--- src/rtl/gray_pkg.sv ---
// Shared Gray-code helpers and counter mode type for gray_counter_n and
// the clock-domain-crossing pointer logic that reuses the decoder.
package gray_pkg;

  localparam int GRAY_MAX_W = 16;

  typedef enum logic {
    CNT_WRAP = 1'b0,
    CNT_SAT  = 1'b1
  } cnt_mode_e;

  function automatic logic [GRAY_MAX_W-1:0] bin2gray(input logic [GRAY_MAX_W-1:0] b);
    return b ^ (b >> 1);
  endfunction

  // Upper bits of narrower operands are zero, so the prefix XOR is width-agnostic.
  function automatic logic [GRAY_MAX_W-1:0] gray2bin(input logic [GRAY_MAX_W-1:0] g);
    logic [GRAY_MAX_W-1:0] b;
    b[GRAY_MAX_W-1] = g[GRAY_MAX_W-1];
    for (int i = GRAY_MAX_W - 2; i >= 0; i--) begin
      b[i] = b[i+1] ^ g[i];
    end
    return b;
  endfunction

endpackage

--- src/rtl/gray2bin_dec.sv ---
// Combinational Gray-to-binary decoder: each binary bit is the XOR of all
// Gray bits at or above it.
module gray2bin_dec #(
  parameter int WIDTH = 3
) (
  input  logic [WIDTH-1:0] g_i,
  output logic [WIDTH-1:0] bin_o
);

  for (genvar i = 0; i < WIDTH; i++) begin : g_bit
    assign bin_o[i] = ^g_i[WIDTH-1:i];
  end

endmodule

--- src/rtl/gray_counter_n.sv ---
// N-bit reflected-binary Gray counter with up/down, synchronous load and
// wrap or saturate behaviour at the extremes.
module gray_counter_n
  import gray_pkg::*;
#(
  parameter int WIDTH     = 3,
  parameter int SATURATE  = 0,
  parameter int RESET_BIN = 0
) (
  input  logic             clk,
  input  logic             reset,
  input  logic             en,
  input  logic             up,
  input  logic             load,
  input  logic [WIDTH-1:0] load_bin,
  output logic [WIDTH-1:0] count,
  output logic [WIDTH-1:0] count_bin,
  output logic             tc,
  output logic             wrapped,
  output logic             saturated
);

  localparam cnt_mode_e MODE = (SATURATE != 0) ? CNT_SAT : CNT_WRAP;
  localparam logic [WIDTH-1:0] MAX_BIN = '1;
  localparam logic [GRAY_MAX_W-1:0] RESET_G_FULL = bin2gray(GRAY_MAX_W'(RESET_BIN));
  localparam logic [WIDTH-1:0] RESET_G = RESET_G_FULL[WIDTH-1:0];

  logic [WIDTH-1:0]      g_q, g_d;
  logic                  wrapped_q, wrapped_d;
  logic                  sat_q, sat_d;
  logic [WIDTH-1:0]      next_bin;
  logic [GRAY_MAX_W-1:0] next_g_full, load_g_full;
  logic                  at_max, at_min, wrap_step, load_extreme;

  gray2bin_dec #(.WIDTH(WIDTH)) u_dec (
    .g_i  (g_q),
    .bin_o(count_bin)
  );

  assign at_max       = (count_bin == MAX_BIN);
  assign at_min       = (count_bin == '0);
  assign wrap_step    = up ? at_max : at_min;
  assign tc           = en & ~load & wrap_step;
  assign next_bin     = up ? count_bin + WIDTH'(1) : count_bin - WIDTH'(1);
  assign next_g_full  = bin2gray(GRAY_MAX_W'(next_bin));
  assign load_g_full  = bin2gray(GRAY_MAX_W'(load_bin));
  assign load_extreme = (load_bin == '0) || (load_bin == MAX_BIN);

  // NOTE: every output of always_comb gets a default first so no latch is inferred.
  always_comb begin
    g_d       = g_q;
    wrapped_d = 1'b0;
    sat_d     = sat_q;
    if (load) begin
      g_d   = load_g_full[WIDTH-1:0];
      sat_d = (MODE == CNT_SAT) && load_extreme;
    end else if (en) begin
      if (wrap_step && (MODE == CNT_SAT)) begin
        sat_d = 1'b1;
      end else begin
        g_d       = next_g_full[WIDTH-1:0];
        wrapped_d = wrap_step;
        sat_d     = 1'b0;
      end
    end
  end

  // NOTE: state registers use non-blocking assignments; reset here is synchronous.
  always_ff @(posedge clk) begin
    if (reset) begin
      g_q       <= RESET_G;
      wrapped_q <= 1'b0;
      sat_q     <= 1'b0;
    end else begin
      g_q       <= g_d;
      wrapped_q <= wrapped_d;
      sat_q     <= sat_d;
    end
  end

  assign count     = g_q;
  assign wrapped   = wrapped_q;
  assign saturated = sat_q;

endmodule

--- config.mk ---
export PLATFORM = sky130hd
export DESIGN_NAME = gray_counter_n
export DESIGN_NICKNAME = d
export VERILOG_FILES = /design/src/rtl/gray_pkg.sv /design/src/rtl/gray2bin_dec.sv /design/src/rtl/gray_counter_n.sv
export SDC_FILE = /design/constraint.sdc
export NUM_CORES = 1
export LEC_CHECK = 0
export CAP_MARGIN = 30
export CORE_AREA = 5 5 42 44
export CTS_BUF_LIST = sky130_fd_sc_hd__clkbuf_2 sky130_fd_sc_hd__clkbuf_4 sky130_fd_sc_hd__clkbuf_8
export DETAILED_ROUTE_END_ITERATION = 12
export DIE_AREA = 0 0 47 49
export GPL_TIMING_DRIVEN = 0
export PLACE_DENSITY = 0.58
export SYNTH_ARGS = -nofsm -noshare
export SYNTH_HDL_FRONTEND = slang
export SYNTH_SLANG_ARGS = --single-unit
--- constraint.sdc ---
create_clock -name clk -period 2.8 [get_ports clk]
set_clock_uncertainty 0.05 [all_clocks]
set_input_delay 0.56 -clock clk [delete_from_list [all_inputs] [get_ports clk]]
set_output_delay 0.56 -clock clk [all_outputs]
set_load 0.01 [all_outputs]
==> qor.csv, run 1 <==
stage;metric;value;unit
outcome;status;finished, final reports clean;
synthesis;syn_nets;58;
critical_path;slowest cell on the critical path;ha_1;
critical_path;critical path startpoint;count[2];
placed_design;Post-Place Cell Area;523;um2
placed_design;port bufs;12;
route;first-pass iteration count of the detailed router;4;
synthesis;syn_area_per_cell;7.81;um2
cts;cts repair resizes;0;
route;vias per cell;5.04;
die;die area;0.00230;mm2
route;Total Wirelength;922;um
die;chip width;47;um
job;Max Cap Viol;0;
grt;largest net degree at the start of global routing;10;
critical_path;crit path capture type;flip-flop;
timing;Final Setup Violations;0;
cts;hold buffers post-CTS;0;
synthesis;Synth cell types;28;
die;Initial Utilization;27.3;%
die;Core Rows;14;
cells_and_area;most frequent cells in the layout;clkdlybuf4s50_1 (12), xor2_1 (4), dfxtp_1 (4);
cells_and_area;number of inserted diodes;0;
grt;antenna violations before repair;0;
cts;Sink Count;4;
cts;Clock Path Buffers;2;
power_and_ir_drop;Pwr per Cell Area;484;mW/mm2
critical_path;kind of critical path;flip-flop to flip-flop;
critical_path;end point of the critical path;count[1];
critical_path;Worst EP arrival;2.63;ns
grt;Overflow after GRT;0;
critical_path;CP peak stage delay;0.39;ns
route;DRC;0;
critical_path;CP Depth;8;
die;I/O Pins;17;
cts;CTS clk-pin slew, worst paths;0.04;ns
timing;Max Clk Rate;388;MHz
critical_path;Reg2Reg Setup Slack;0.22;ns
route;DRT iter0 DRCs;9;
synthesis;top-area cell type share of the netlist area;20.9;%
cells_and_area;Nets;75;
cts;later-pin clock latency in the skew report;0.23;ns
power_and_ir_drop;VDD IR max;0.000199;V
cts;clock root buffer;clkbuf_4;
synthesis;Syn Inst Count;49;
cells_and_area;commonest non-fill, non-tap cell in the layout;clkdlybuf4s50_1;
cells_and_area;synthesis-to-finish area growth;42.5;%
timing;unrepaired setup endpoints after global routing;false;
critical_path;crit start category;flip-flop;
critical_path;Top delay family on crit path;simple AND/OR/NAND/NOR gates;
grt;first-pass GRT wire length;1510;um
critical_path;R2R cell count;8;
cts;CTS tree;yes;
route;DR vias;403;
synthesis;dominant cells by area after synthesis;dfxtp_1 (21%), xor2_1 (9.2%), buf_4 (5.9%);
power_and_ir_drop;total power draw;0.264;mW
synthesis;cell area after synthesis;383;um2
route;wire per inst;11.5;um
critical_path;FF-to-FF End;count[1];
critical_path;Crit path required time;2.85;ns
grt;GR Util All Layers;9.00;%
timing;setup_tns;0;ns
placed_design;GPL Wtd Cong;0.736;
cells_and_area;Finished Cell Area;546;um2
hold_path;HP Class;flip-flop to flip-flop;
die;DIE HEIGHT;49;um
critical_path;CP max FO;9;
synthesis;area leader, netlist;dfxtp_1;
cts;H-tree depth;1;
critical_path;worst reg2reg startpoint;count[2];
critical_path;crit path cell chain;clkbuf_1 -> xor2_1 -> ha_1 -> or2b_4 -> and3_1 -> or3_1 -> a311oi_1 -> a211oi_1;
timing;count of final max-slew check failures;0;
cts;Setup Fix Bufs, Post-CTS;0;
synthesis;synthesis-stage register bit count;4;
die;core area;0.00140;mm2
timing;minimum clock period;2.58;ns
cells_and_area;share of cells above drive strength 1;14.1;%
grt;vias in the first global route;363;
placed_design;detailed placement HPWL;752;um
timing;fin crit share;92.1;%
synthesis;Synth Warn #;0;
route;remaining antenna violation count;0;
timing;Hold Vio Cnt, Final;0;
cts;TritonCTS Buffers;3;
critical_path;Buffers & Inverters on Critical Path;1;
synthesis;Seq/Total Area, Yosys;20.9;%
power_and_ir_drop;leak pwr;0.216;nW
sequential cells by signal, indices dropped and copies added, names as in the netlist:
| name | count |
|---|---|
| count | 3 |
| wrapped | 1 |
area by class of cell:
cell class	instances	area, um2
Timing Repair Buffer	12	120
Clock buffer	3	22.5
Tap cell	16	20.0
Inverter	3	11.3
Fill cell	162	856
Buffer	6	33.8
Multi-Input combinational cell	36	258
Sequential cell	4	80.1
cells by family (layout without fill, tap and decap cells):
kind of cell,after synthesis,in the layout,share of synthesized area (%)
compound gates,14,14,25.8
xor+xnor,6,6,15.7
flops,4,4,20.9
simple gates,14,14,21.6
other cells,1,1,0.979
fa+ha+maj,1,1,3.27
buf+inv,9,24,11.8
per-stage QoR:
step	instances	hold WS (ns)	utilization, %	setup slack (ns)
after floorplan	49	0.582	-	0.309
after global placement	77	0.663	37.3	0.157
after detailed placement	77	0.655	37.3	0.171
after CTS	80	0.660	38.9	0.228
after global routing	80	0.691	38.9	0.0622
final	80	0.654	38.9	0.222
worst reg2reg max path, delay by kind of cell, from the launching register on:
kind                       cells  cell delay (ns)
and+or+nand+nor                3             0.78
adders and majority gates      1             0.39
AOI/OAI and AO/OA              2             0.37
buffers and inverters          1             0.34
DFF                            1             0.33
xor gates and xnor gates       1             0.18
layer usage:
| layer | GRT usage (%) | wire length [um] | vias to the layer above |
|---|---|---|---|
| met3 | 2.58 | 54 | 0 |
| met1 | 10.1 | 382 | 184 |
| met2 | 14.3 | 484 | 15 |
| li1 | - | - | 204 |
| met4 | 5.53 | 0 | 0 |
| met5 | 0 | 0 | - |
synth_stat cells (all sizes together):
library cell  instances
or2b                  1
o31a                  1
nor2                  2
o22ai                 1
a21oi                 2
a41oi                 1
conb                  1
and3                  1
xor2                  4
ha                    1
xnor2                 2
inv                   3
a311oi                1
a221oi                1
nand2b                2
nand4                 2
buf                   3
nor4                  1
o221ai                1
nor2b                 2
dfxtp                 4
o21ai                 3
clkbuf                3
or3                   1
a211oi                2
a21boi                1
nand2                 2
worst min-delay path by stage:
stage | end | slack (ns) | depth (start not counted) | start
after global placement | wrapped | 0.66 | 2 | count[1]
after global routing | wrapped | 0.69 | 2 | count[1]
after CTS | wrapped | 0.66 | 2 | count[1]
after floorplan | wrapped | 0.58 | 1 | reset
final | wrapped | 0.65 | 2 | count[1]
after detailed placement | wrapped | 0.65 | 2 | count[1]
where the power goes:
group,switching (mW),leakage [nW],total [mW],internal (mW)
registers,0.00637,0.0330,0.0686,0.0622
clock network,0.0224,0.0138,0.0703,0.0479
logic,0.0576,0.169,0.125,0.0678
Note: power is estimated with default switching activity, not from simulation.
==> run 2, diff against run 1 <==
- RECOVER_POWER: unset -> 25
==> qor.csv, run 2 (same netlist as run 1, synthesis figures left out) <==
stage;metric;value;unit;change
grt;vias in the first global route;363;;unchanged
placed_design;detailed placement HPWL;752;um;unchanged
cells_and_area;Final Util;38.9;%;unchanged
critical_path;worst reg2reg startpoint;count[2];;unchanged
cells_and_area;share of cells above drive strength 1;14.1;%;unchanged
critical_path;crit path capture type;flip-flop;;unchanged
cells_and_area;commonest non-fill, non-tap cell in the layout;clkdlybuf4s50_1;;unchanged
timing;worst hold margin;0.654;ns;unchanged
cts;clock root buffer;clkbuf_4;;unchanged
grt;Overflow after GRT;0;;unchanged
hold_path;hold path startpoint;count[1];;unchanged
critical_path;crit start category;flip-flop;;unchanged
route;wire per inst;11.5;um;about the same
hold_path;worst hold path endpoint;wrapped;;unchanged
power_and_ir_drop;leak pwr;0.222;nW;was 0.216 nW
cts;cts repair resizes;0;;unchanged
cts;Clock Path Buffers;2;;unchanged
timing;count of final max-slew check failures;0;;unchanged
route;Total Wirelength;921;um;was 922 um
cts;hold buffers post-CTS;0;;unchanged
grt;met3 GRT Util;2.58;%;unchanged
die;die area;0.00230;mm2;unchanged
cts;CTS tree;yes;;unchanged
timing;Hold Vio Cnt, Final;0;;unchanged
critical_path;R2R cell count;8;;unchanged
die;Initial Utilization;27.3;%;unchanged
cells_and_area;Nets;75;;unchanged
critical_path;Worst EP arrival;2.62;ns;was 2.63 ns
grt;Top Usage Layer GRT;met2;;unchanged
power_and_ir_drop;total power draw;0.264;mW;about the same
timing;fin crit share;91.9;%;was 92.1%
grt;first-pass GRT wire length;1510;um;unchanged
cts;CTS clk-pin slew, worst paths;0.04;ns;about the same
route;DRT iter0 DRCs;9;;unchanged
placed_design;GPL Wtd Cong;0.736;;unchanged
power_and_ir_drop;VDD IR max;0.000198;V;was 0.000199 V
timing;Final Setup Violations;0;;unchanged
timing;minimum clock period;2.57;ns;was 2.58 ns
critical_path;kind of critical path;flip-flop to flip-flop;;unchanged
grt;M2 GR Usage;14.3;%;unchanged
timing;unrepaired setup endpoints after global routing;false;;unchanged
critical_path;FF-to-FF End;count[1];;unchanged
placed_design;port bufs;12;;unchanged
cts;Sink Count;4;;unchanged
die;core area;0.00140;mm2;unchanged
route;DRC;0;;unchanged
die;I/O Pins;17;;unchanged
grt;GR Util All Layers;9.00;%;unchanged
cells_and_area;Finished Cell Area;546;um2;unchanged
timing;Max Clk Rate;389;MHz;was 388 MHz
grt;antenna violations before repair;0;;unchanged
route;DR vias;403;;unchanged
placed_design;Post-Place Cell Area;523;um2;unchanged
die;Core Rows;14;;unchanged
cts;H-tree depth;1;;unchanged
route;remaining antenna violation count;0;;unchanged
cells_and_area;synthesis-to-finish area growth;42.5;%;unchanged
cells_and_area;max reg flops;3;;unchanged
outcome;status;finished, final reports clean;;unchanged
job;Max Cap Viol;0;;unchanged
critical_path;CP max FO;9;;unchanged
die;DIE HEIGHT;49;um;unchanged
die;chip width;47;um;unchanged
critical_path;Reg2Reg Setup Slack;0.23;ns;was 0.22 ns
cts;TritonCTS Buffers;3;;unchanged
timing;setup_tns;0;ns;unchanged
route;first-pass iteration count of the detailed router;4;;unchanged
grt;met1 Usage GRT;10.1;%;unchanged
hold_path;WHS Path Cells;2;;unchanged
grt;largest net degree at the start of global routing;10;;unchanged
route;vias per cell;5.04;;unchanged
critical_path;Crit path required time;2.85;ns;about the same
hold_path;HP Class;flip-flop to flip-flop;;unchanged
power_and_ir_drop;Pwr per Cell Area;483;mW/mm2;was 484 mW/mm2
cts;later-pin clock latency in the skew report;0.23;ns;about the same
cells_and_area;most frequent cells in the layout;clkdlybuf4s50_1 (10), xor2_1 (4), dfxtp_1 (4);;was clkdlybuf4s50_1 (12), xor2_1 (4), dfxtp_1 (4)
cells_and_area;number of inserted diodes;0;;unchanged
cts;Setup Fix Bufs, Post-CTS;0;;unchanged
run 2: cell types whose count changed in the layout (fill, tap and decap cells not counted):
cell	change
clkdlybuf4s50_1	-2
dlygate4sd3_1	+2
run 2: worst max-delay path by stage:
stage	endpoint	depth (start not counted)	startpoint
global placement	count[1]	8	up
floorplan	count[1]	8	count[2]
global route	count[1]	8	count[2]
detailed placement	count[1]	8	up
CTS	count[1]	8	count[2]
finish	count[1]	8	count[2]
run 2: cell type report:
cell class | instances | area (um2)
Inverter | 3 | 11.3
Sequential cell | 4 | 80.1
Tap cell | 16 | 20.0
Clock buffer | 3 | 22.5
Fill cell | 162 | 856
Multi-Input combinational cell | 36 | 258
Timing Repair Buffer | 12 | 120
Buffer | 6 | 33.8
run 2: per-stage QoR:
stage | setup slack, ns | cells
floorplan | 0.309 | 49
global placement | 0.157 | 77
detailed placement | 0.171 | 77
CTS | 0.228 | 80
global route | 0.0672 | 80
finish | 0.228 | 80
run 2: power by group:
part	internal [mW]	switching [mW]
clock network	0.0479	0.0224
logic	0.0671	0.0576
registers	0.0622	0.00628
total	0.177	0.0863
run 2: per-layer routing:
metal | up-vias | share of wire (%)
li1 | 204 | -
met2 | 15 | 53
met1 | 184 | 41
met3 | 0 | 5.9
met4 | 0 | 0
met5 | - | 0
run 2: critical path: stages, from the launching register on:
cell	delay, ns
dfxtp_1	0.33
clkbuf_1	0.34
xor2_1	0.18
ha_1	0.39
or2b_4	0.29
and3_1	0.18
or3_1	0.31
a311oi_1	0.29
a211oi_1	0.08
==> run 3, diff against run 2 <==
- CORE_AREA: 5 5 42 44 -> 2 2 39 41
- DIE_AREA: 0 0 47 49 -> 0 0 41 43
- GPL_ROUTABILITY_DRIVEN: unset -> 1
==> qor.csv, run 3 (same netlist as run 1, synthesis figures left out) <==
stage;metric;value;unit;change
critical_path;slowest cell on the critical path;ha_1;;unchanged
timing;count of final max-slew check failures;0;;unchanged
critical_path;CP max FO;9;;unchanged
cells_and_area;Storage cell area;80.1;um2;unchanged
route;Total Wirelength;845;um;was 921 um
grt;vias in the first global route;285;;was 363
job;Max Cap Viol;0;;unchanged
cts;TritonCTS Buffers;3;;unchanged
die;DIE HEIGHT;43;um;was 49 um
critical_path;kind of critical path;flip-flop to flip-flop;;unchanged
cells_and_area;most frequent cells in the layout;clkdlybuf4s50_1 (10), xor2_1 (4), dfxtp_1 (4);;unchanged
critical_path;Top delay family on crit path;simple AND/OR/NAND/NOR gates;;unchanged
timing;setup_tns;0;ns;unchanged
route;vias per cell;5.03;;was 5.04
route;first-pass iteration count of the detailed router;4;;unchanged
cells_and_area;number of inserted diodes;0;;unchanged
cells_and_area;Final Util;39.4;%;was 38.9%
timing;PnR worst setup slack;0.211;ns;was 0.228 ns
cells_and_area;synthesis-to-finish area growth;42.5;%;unchanged
timing;Max Clk Rate;386;MHz;was 389 MHz
cts;Clock Path Buffers;2;;unchanged
grt;GR Util All Layers;9.94;%;was 9.00%
timing;unrepaired setup endpoints after global routing;false;;unchanged
cts;Sink Count;4;;unchanged
cells_and_area;Non-Filler Instances;80;;unchanged
die;Initial Utilization;27.7;%;was 27.3%
outcome;status;finished, final reports clean;;unchanged
route;top sig layer;met3;;unchanged
cts;CTS clk-pin slew, worst paths;0.04;ns;about the same
die;core area;0.00138;mm2;was 0.00140 mm2
grt;largest net degree at the start of global routing;10;;unchanged
critical_path;crit start category;flip-flop;;unchanged
critical_path;Crit path required time;2.84;ns;was 2.85 ns
cts;later-pin clock latency in the skew report;0.23;ns;about the same
placed_design;port bufs;12;;unchanged
cells_and_area;# fillers;141;;was 162
placed_design;placed insts;77;;unchanged
cells_and_area;area of the multi-input gates;258;um2;unchanged
route;DR WL met2;377;um;was 484 um
cts;clock root buffer;clkbuf_4;;unchanged
route;DR vias;402;;was 403
cells_and_area;share of cells above drive strength 1;14.1;%;unchanged
grt;first-pass GRT wire length;1240;um;was 1510 um
route;routed wl met3;62;um;was 54 um
timing;worst hold margin;0.655;ns;was 0.654 ns
cells_and_area;Nets;75;;unchanged
placed_design;GPL Wtd Cong;0.745;;was 0.736
die;Core Rows;14;;unchanged
critical_path;Worst EP arrival;2.63;ns;was 2.62 ns
cts;CTS tree;yes;;unchanged
hold_path;HP Class;flip-flop to flip-flop;;unchanged
cts;cts repair resizes;0;;unchanged
cts;H-tree depth;1;;unchanged
placed_design;detailed placement HPWL;632;um;was 752 um
timing;Final Setup Violations;0;;unchanged
cts;hold buffers post-CTS;0;;unchanged
placed_design;pre-CTS setup slack;0.141;ns;was 0.171 ns
grt;antenna violations before repair;0;;unchanged
timing;fin crit share;92.5;%;was 91.9%
power_and_ir_drop;leak pwr;0.222;nW;unchanged
critical_path;crit path capture type;flip-flop;;unchanged
grt;Overflow after GRT;0;;unchanged
route;DRC;0;;unchanged
die;I/O Pins;17;;unchanged
timing;minimum clock period;2.59;ns;was 2.57 ns
route;M1 WL;404;um;was 382 um
die;chip width;41;um;was 47 um
cts;Setup Fix Bufs, Post-CTS;0;;unchanged
power_and_ir_drop;Pwr per Cell Area;480;mW/mm2;was 483 mW/mm2
critical_path;Buffers & Inverters on Critical Path;1;;unchanged
power_and_ir_drop;VDD IR max;0.000337;V;was 0.000198 V
route;DRT iter0 DRCs;7;;was 9
critical_path;crit path cell chain;clkbuf_1 -> xor2_1 -> ha_1 -> or2b_4 -> and3_1 -> or3_1 -> a311oi_1 -> a211oi_1;;unchanged
cells_and_area;max reg flops;3;;unchanged
route;wire per inst;10.6;um;was 11.5 um
cells_and_area;commonest non-fill, non-tap cell in the layout;clkdlybuf4s50_1;;unchanged
route;remaining antenna violation count;0;;unchanged
critical_path;CP peak stage delay;0.39;ns;about the same
die;die area;0.00176;mm2;was 0.00230 mm2
timing;Hold Vio Cnt, Final;0;;unchanged
[run 3: worst paths after layout]
path                            startpoint       end  slack, ns  depth (start not counted)
worst max-delay path              count[2]  count[1]       0.21                          8
worst min register to register    count[1]   wrapped       0.65                          2
worst max register to register    count[2]  count[1]       0.21                          8
worst min-delay path              count[1]   wrapped       0.65                          2
[run 3: cell type report]
cell class	count	area share, %
sequential	4	14.7
tap	16	3.67
clock buffer	3	4.13
timing repair buffer	12	22.0
buffer	6	6.19
multi-input combinational	36	47.2
inverter	3	2.06
[run 3: power by group]
group | internal (mW) | switching, mW | total [mW] | leakage (nW)
clock network | 0.0478 | 0.0217 | 0.0695 | 0.0138
registers | 0.0622 | 0.00673 | 0.0690 | 0.0330
logic | 0.0670 | 0.0562 | 0.123 | 0.175
[run 3: routing by layer]
layer | vias up | global-route usage, %
li1 | 204 | -
met1 | 185 | 15.8
met2 | 13 | 11.9
met3 | 0 | 6.28
met4 | 0 | 0
met5 | - | 0
[run 3: tightest hold or removal path, delay by kind of cell (launching register included)]
family	cells	cell delay (ns)
flip-flops	1	0.44
AND/OR/NAND/NOR	2	0.22
[run 3: per-stage QoR]
stage	instance area, um2	total power, mW
after floorplan	383	0.147
after global placement	523	0.193
after detailed placement	523	0.193
after CTS	546	0.266
after global routing	546	0.283
final	546	0.262
